### config.mk
export PLATFORM = sky130hd
export DESIGN_NAME = alu_sequencer
export DESIGN_NICKNAME = d
export VERILOG_FILES = /design/src/rtl/alu_sequencer.sv
export SDC_FILE = /design/constraint.sdc
export NUM_CORES = 1
export LEC_CHECK = 0
export CELL_PAD_IN_SITES_DETAIL_PLACEMENT = 1
export CELL_PAD_IN_SITES_GLOBAL_PLACEMENT = 1
export CORE_MARGIN = 2
export CORE_UTILIZATION = 30
export DETAILED_ROUTE_END_ITERATION = 10
export MAX_ROUTING_LAYER = met4
export PLACE_DENSITY = 0.76
export SETUP_SLACK_MARGIN = 0.05
export SLEW_MARGIN = 20
export SYNTH_ARGS = -nofsm -noshare
export SYNTH_HDL_FRONTEND = slang
export SYNTH_SLANG_ARGS = --single-unit
### constraint.sdc
create_clock -name clk -period 2.15 [get_ports clk]
set_input_delay 0.43 -clock clk [delete_from_list [all_inputs] [get_ports clk]]
set_output_delay 0.43 -clock clk [all_outputs]
set_load 0.01 [all_outputs]
### src/rtl/alu_sequencer.sv
// alu_sequencer: steps one 8085-style ALU instruction through operand fetch, execute and compare restore.
// Optional feature macro ALU_SEQ_CMP_EN: enables CMP/CPI, with saved A reloaded after the compare.
module alu_sequencer (
   input  logic       clk,
   input  logic       rst_n,
   input  logic       start,
   input  logic [7:0] instr,
   input  logic [7:0] imm,
   output logic       busy,
   output logic       done,
   output logic       err,
   output logic [2:0] reg_addr,
   input  logic [7:0] reg_data,
   output logic       mem_req,
   input  logic       mem_ready,
   input  logic [7:0] mem_data,
   input  logic [7:0] a_in,
   input  logic [3:0] flags_in,
   output logic [7:0] bus_out,
   output logic       bus_en,
   output logic       load_a,
   output logic       load_tmp,
   output logic       alu_commit,
   output logic [3:0] op,
   output logic       cin
);

`ifdef ALU_SEQ_CMP_EN
   typedef enum logic [2:0] {IDLE, OPND, MEM, EXEC, RESTORE, DONE} state_t;
`else
   typedef enum logic [2:0] {IDLE, OPND, MEM, EXEC, DONE} state_t;
`endif

   state_t     state;
   logic [7:0] imm_q;
   logic [7:0] saved_a;
   logic [3:0] op_q;
   logic       carry_q;
   logic       src_imm_q;
`ifdef ALU_SEQ_CMP_EN
   logic       cmp_q;
`endif

   logic       is_rm, is_imm, is_unary, is_cmp, dec_legal, dec_carry;
   logic [3:0] dec_op;

   // Only the carry flag feeds the sequencer; S, Z and P pass straight through the ALU.
   logic unused_flags;
   assign unused_flags = &{1'b0, flags_in[3:1]};

   always_comb begin
      is_rm     = (instr[7:6] == 2'b10);
      is_imm    = (instr[7:6] == 2'b11) && (instr[2:0] == 3'b110);
      is_cmp    = (is_rm || is_imm) && (instr[5:3] == 3'b111);
      dec_carry = (is_rm || is_imm) && ((instr[5:3] == 3'b001) || (instr[5:3] == 3'b011));
      is_unary  = 1'b1;
      dec_op    = 4'b0000;
      case (instr[5:3])
         3'b000, 3'b001: dec_op = 4'b0000;
         3'b100:         dec_op = 4'b0010;
         3'b101:         dec_op = 4'b0100;
         3'b110:         dec_op = 4'b0011;
         default:        dec_op = 4'b0001;
      endcase
      case (instr)
         8'h3C:   dec_op = 4'b0110;
         8'h3D:   dec_op = 4'b0111;
         8'h2F:   dec_op = 4'b0101;
         8'h17:   begin dec_op = 4'b1000; dec_carry = 1'b1; end
         8'h1F:   begin dec_op = 4'b1001; dec_carry = 1'b1; end
         default: is_unary = 1'b0;
      endcase
      dec_legal = is_rm || is_imm || is_unary;
`ifndef ALU_SEQ_CMP_EN
      if (is_cmp) dec_legal = 1'b0;
`endif
   end

   always_ff @(posedge clk) begin
      if (!rst_n) begin
         state      <= IDLE;
         imm_q      <= 8'h00;
         saved_a    <= 8'h00;
         op_q       <= 4'b0000;
         carry_q    <= 1'b0;
         src_imm_q  <= 1'b0;
`ifdef ALU_SEQ_CMP_EN
         cmp_q      <= 1'b0;
`endif
         reg_addr   <= 3'b000;
         busy       <= 1'b0;
         done       <= 1'b0;
         err        <= 1'b0;
         mem_req    <= 1'b0;
         load_a     <= 1'b0;
         alu_commit <= 1'b0;
         op         <= 4'b0000;
      end else begin
         done       <= 1'b0;
         err        <= 1'b0;
         load_a     <= 1'b0;
         alu_commit <= 1'b0;
         op         <= 4'b0000;
         case (state)
            IDLE: if (start) begin
               imm_q     <= imm;
               saved_a   <= a_in;
               reg_addr  <= instr[2:0];
               op_q      <= dec_op;
               carry_q   <= dec_carry;
               src_imm_q <= is_imm;
`ifdef ALU_SEQ_CMP_EN
               cmp_q     <= is_cmp;
`endif
               busy      <= 1'b1;
               if (!dec_legal) begin
                  state <= DONE;
                  done  <= 1'b1;
                  err   <= 1'b1;
               end else if (is_unary) begin
                  state      <= EXEC;
                  alu_commit <= 1'b1;
                  op         <= dec_op;
               end else if (is_rm && (instr[2:0] == 3'b110)) begin
                  state   <= MEM;
                  mem_req <= 1'b1;
               end else begin
                  state <= OPND;
               end
            end
            OPND: begin
               state      <= EXEC;
               alu_commit <= 1'b1;
               op         <= op_q;
            end
            MEM: if (mem_ready) begin
               mem_req    <= 1'b0;
               state      <= EXEC;
               alu_commit <= 1'b1;
               op         <= op_q;
            end
            EXEC: begin
`ifdef ALU_SEQ_CMP_EN
               if (cmp_q) begin
                  state  <= RESTORE;
                  load_a <= 1'b1;
               end else begin
                  state <= DONE;
                  done  <= 1'b1;
               end
`else
               state <= DONE;
               done  <= 1'b1;
`endif
            end
`ifdef ALU_SEQ_CMP_EN
            RESTORE: begin
               state <= DONE;
               done  <= 1'b1;
            end
`endif
            DONE: begin
               state <= IDLE;
               busy  <= 1'b0;
            end
            default: state <= IDLE;
         endcase
      end
   end

   // Bus and load_tmp follow the live operand so a memory word can be taken the cycle it arrives.
   always_comb begin
      bus_out  = 8'h00;
      bus_en   = 1'b0;
      load_tmp = 1'b0;
      cin      = 1'b0;
      case (state)
         OPND: begin
            bus_en   = 1'b1;
            load_tmp = 1'b1;
            bus_out  = src_imm_q ? imm_q : ((reg_addr == 3'b111) ? saved_a : reg_data);
         end
         MEM: if (mem_ready) begin
            bus_en   = 1'b1;
            load_tmp = 1'b1;
            bus_out  = mem_data;
         end
         EXEC: cin = carry_q & flags_in[0];
`ifdef ALU_SEQ_CMP_EN
         RESTORE: begin
            bus_en  = 1'b1;
            bus_out = saved_a;
         end
`endif
         default: ;
      endcase
   end

endmodule

# == Word level (Yosys, flattened, before mapping) ==
# Cells that the tools add are included.
# totals
regBits,37
inputBits,48
out_inout_bits,24
wordCells,95
# classes
eq_ne,24
muxes,38
bitwise_logic,1
n_reduce_logical,19
# op_table
cell,count
== test 8 x 6 -> 1 bit (second input constant),3
2-to-1 mux 8 bit,3
one-hot mux 3 bit (4 select lines),2
== test 3 bit (second input constant),7
one-hot mux 4 bit (5 select lines),1
== test 8 x 5 -> 1 bit (second input constant),2
2-to-1 mux 1 bit,16
2-to-1 mux 4 bit,4
one-hot mux 8 bit (2 select lines),1
one-hot mux 4 bit (3 select lines),1
!= test 2 bit (second input constant),5
== test 3 x 2 -> 1 bit (second input constant),3
2-to-1 mux 3 bit,3
one-hot mux 1 bit (2 select lines),4
AND reduction 2 bit,4
== test 3 x 1 -> 1 bit (second input constant),2
zero test 3 bit,2
AND reduction 6 bit,1
OR reduction 5 bit,1
== test 2 bit (second input constant),2
logical AND 1 bit,4
2-to-1 mux 2 bit,2
nonzero test 2 bit,2
OR reduction 2 bit,2
3 further kinds,5

# == Longest topological paths before layout ==
# Gate-level depths: netlist of run 1.
# logic_depth
word_depth,8
mapped_depth,7
mapped_depth_nobuf,5

# == Worst setup path before layout of run 1 ==
# Ideal clock, no wire load.
# synth_path
path_type,flip-flop to output port
startpoint,reg reg_addr[1]
endpoint,out bus_out[7]
arrival_time_ns,1.321
path_slack_ns,0.399
stages_incl_launch_ff,6
path_buffers,0
cell_sequence,dfxtp_1 nand3_1 mux2i_1 nor2_1 a21oi_1 o21ai_0
# synth_via
elab_chain_len,4
# synth_rtl
element,line,text
from (decl),12,"output logic [2:0] reg_addr,"
from (signal assigned),108,reg_addr <= instr[2:0];
== test 3 bit,181,bus_out = src_imm_q ? imm_q : ((reg_addr == 3'b111) ? saved_a : reg_data);
2-to-1 mux 8 bit (2 in series),181,
one-hot mux 8 bit (2 select lines),177,case (state)
to (decl),19,"output logic [7:0] bus_out,"
# Every way passes these cells.

# == Worst setup path after layout of run 1 ==
# layout_path
startpoint,in flags_in[0]
endpoint,out cin
# layout_via
elab_chain_len,2
# layout_rtl
element,line,text
from (decl),18,"input logic [3:0] flags_in,"
AND 1 bit,188,EXEC: cin = carry_q & flags_in[0];
2-to-1 mux 1 bit,177,
to (decl),25,output logic cin
# Every way passes these cells.

==> flow_summary.json, run 1 <==
{
  "run_status": "finished clean",
  "placed_cells": 400,
  "sink_count": 37,
  "chipWidth_um": 82.4,
  "syn2layout_area_growth_pct": 56.5,
  "boundaryPins": 72,
  "timing.fmax_mhz": 484,
  "period_minus_slack_ns": 2.07,
  "synth-async-reset-ratio": 0,
  "synth-seq-cells": 37,
  "timing.final.ws_setup_ns": 0.0834,
  "rows": 28,
  "tritoncts": "built",
  "post_route_cells_drive_above_1_share": 0.185,
  "fillCellCount": 757,
  "layout.cells.most_common": "sky130_fd_sc_hd__nand2_1",
  "drt_first_pass_iters": 4,
  "die_area_mm2": 0.00679,
  "timing.hold.worst.start": "saved_a[7]",
  "critPathMaxFanout": 1,
  "grtUsageTotal": 0.188,
  "hold_violations": 0,
  "antenna_violating_nets_post_route": 0,
  "multiInputGateArea_mm2": 0.00104,
  "worst_skew_pair.late_latency_ns": 0.28,
  "drc": 0,
  "wl_per_cell_um": 14.6,
  "dr_total_vias": 2043,
  "grt_pass1_wl_um": 9360,
  "final-seq-area_um2": 756,
  "die-height_um": 82.4,
  "antennaDiodeCount": 0,
  "finalMaxSlewViolations": 0,
  "worst_clock_skew_ns": 0.00415,
  "holdWs_ns": 0.456,
  "avg_inst_size_synth_um2": 7.47,
  "timing.critical_path.from": "flags_in[0]",
  "total_power_divided_by_cell_area_mw_per_mm2": 554,
  "port_buffers": 67,
  "cts.htree.levels": 2,
  "regToRegStartpoint": "state[2]",
  "cts_clk_pin_slew_worst_paths_ns": 0.06,
  "critical_path.startpoint_type": "primary input",
  "number_of_antenna_violations_at_the_first_check_in_global_routing": 0,
  "drt_first_iter_violations": 78,
  "grt_setup_unrepaired": "yes",
  "finalSetupTns_ns": 0,
  "drt_wl_total_um": 6050,
  "max-cap-violations": 0,
  "vdd.ir_drop.worst_uv": 244,
  "fin_cells": 415,
  "global_route.overflow_total": 0,
  "initial_utilization": 0.311,
  "syn_area_mm2": 0.00184,
  "number_of_synthesized_flops_with_an_enable_pin": 0,
  "mean_number_of_vias_per_cell": 4.92,
  "num-nets-final": 387,
  "cts_max_path_buffers": 2,
  "pre_cts_ws_ns": -0.413,
  "synth.lib_cells_used.distinct": 45,
  "setup_viol": 0,
  "via_count_of_the_first_global_routing_pass": 1915,
  "fp.coreArea_mm2": 0.00592,
  "synth_nets": 295,
  "synth_seq_area_share": 0.402,
  "report.power.total_mw": 1.60,
  "yosysWarningCount": 0,
  "total_leakage_power_nw": 1.16,
  "grt_max_degree": 25,
  "gp_routability_congestion": 0.861,
  "end_kind": "primary output",
  "numCtsBuffers": 5,
  "place_hpwl_um": 4350,
  "crit_share_post_route": 0.961,
  "synthFlopType": "sky130_fd_sc_hd__dfxtp_1",
  "postSynthCellCount": 247,
  "clock_tree.root_cell": "sky130_fd_sc_hd__clkbuf_8",
  "layout.cells.most_common_list": "sky130_fd_sc_hd__nand2_1, sky130_fd_sc_hd__clkdlybuf4s50_1, sky130_fd_sc_hd__a21oi_1, sky130_fd_sc_hd__buf_4, sky130_fd_sc_hd__dfxtp_1",
  "reg2reg_setup_slack_ns": 0.68,
  "min_path_type": "flop to flop",
  "timing_worst_setup_path_type": "primary input to primary output",
  "required_ns": 1.72,
  "worst_ep_arrival_time_ns": 1.64
}
## worst max-delay path, stage by stage
cell and delay (ns):
sky130_fd_sc_hd__clkdlybuf4s50_1 0.46, sky130_fd_sc_hd__nand2_1 0.05, sky130_fd_sc_hd__nor3_1 0.14, sky130_fd_sc_hd__clkdlybuf4s50_1 0.56
## metal layers
metal	track usage	share of wire
met5	-	0
met4	0.0600	0.020
met3	0.0293	0.037
met2	0.299	0.47
met1	0.243	0.47
## stage by stage
step,util,cell area [µm²]
6_report,0.488,2890
3_3_place_gp,0.465,2750
5_1_grt,0.488,2890
4_1_cts,0.482,2860
2_1_floorplan,-,1840
3_5_place_dp,0.465,2750
## final timing paths
kind,end,cells after the start
worst max-delay path,cin,4
worst max register to register,saved_a[3],5
worst min register to register,saved_a[7],2
worst min-delay path,saved_a[7],2
## power breakdown
| group | switching (mW) | internal, mW |
|---|---|---|
| clock | 0.230 | 0.230 |
| sequential | 0.0289 | 0.729 |
| combinational | 0.182 | 0.199 |
## cell families (layout without fill, tap and decap cells)
family | after synthesis | count (layout) | share of synthesized area
simple gates | 110 | 110 | 0.271
flops | 37 | 37 | 0.402
mux | 8 | 8 | 0.0434
buf+inv | 21 | 114 | 0.0516
other cells | 1 | 1 | 0.00203
xor+xnor | 1 | 1 | 0.00475
compound gates | 69 | 69 | 0.225
## final cells by class
cell class                      instances  share of cell area
Clock buffer                            8              0.0277
Inverter                                4             0.00520
Multi-Input combinational cell        189               0.360
Sequential cell                        37               0.262
Tap cell                               75              0.0325
Timing Repair Buffer                  102               0.313
## Yosys cell counts (2+ instances only)
library cell / count / area, µm²
sky130_fd_sc_hd__nand4_1: 2 / 12.5
sky130_fd_sc_hd__o21a_1: 2 / 15.0
sky130_fd_sc_hd__nor3_1: 4 / 20.0
sky130_fd_sc_hd__a22o_1: 2 / 17.5
sky130_fd_sc_hd__dfxtp_1: 37 / 741
sky130_fd_sc_hd__nand2_1: 64 / 240
sky130_fd_sc_hd__o211ai_1: 2 / 15.0
sky130_fd_sc_hd__mux2i_1: 8 / 80.1
sky130_fd_sc_hd__a22oi_1: 2 / 15.0
sky130_fd_sc_hd__clkbuf_1: 9 / 33.8
sky130_fd_sc_hd__o32ai_1: 2 / 17.5
sky130_fd_sc_hd__nor2b_1: 3 / 18.8
sky130_fd_sc_hd__a31oi_1: 2 / 12.5
sky130_fd_sc_hd__buf_2: 4 / 20.0
sky130_fd_sc_hd__a21oi_1: 35 / 175
sky130_fd_sc_hd__nand3_1: 5 / 25.0
sky130_fd_sc_hd__nand3b_1: 2 / 15.0
sky130_fd_sc_hd__buf_4: 3 / 22.5
sky130_fd_sc_hd__o21ai_0: 13 / 65.1
sky130_fd_sc_hd__a211oi_1: 2 / 15.0
sky130_fd_sc_hd__inv_1: 3 / 11.3
sky130_fd_sc_hd__nor2_1: 18 / 67.6
## flip-flops by register name, summed over array words and instances (netlist names), 3 cells and up
signal    cells
op            4
imm_q         8
saved_a       8
reg_addr      3
op_q          4
state         3
## repair_timing
action | 4_1_cts | 5_1_grt
pin swaps | 1 | 2
buffers inserted | 3 | 4
setup endpoints to repair | 10 | 10
resized for setup | 26 | 19
hold buffers | 0 | 0
(Power assumes the default switching activity.)
==> run 2, diff against run 1 <==
- ABC_CLOCK_PERIOD_IN_PS: unset -> 2150
==> results of run 2 <==
Final layout, timing and power as in run 1 (identical DEF).
==> run 3, diff against run 2 <==
- CTS_CLUSTER_DIAMETER: unset -> 200
==> results of run 3 <==
Final layout, timing and power as in run 1 (identical DEF).
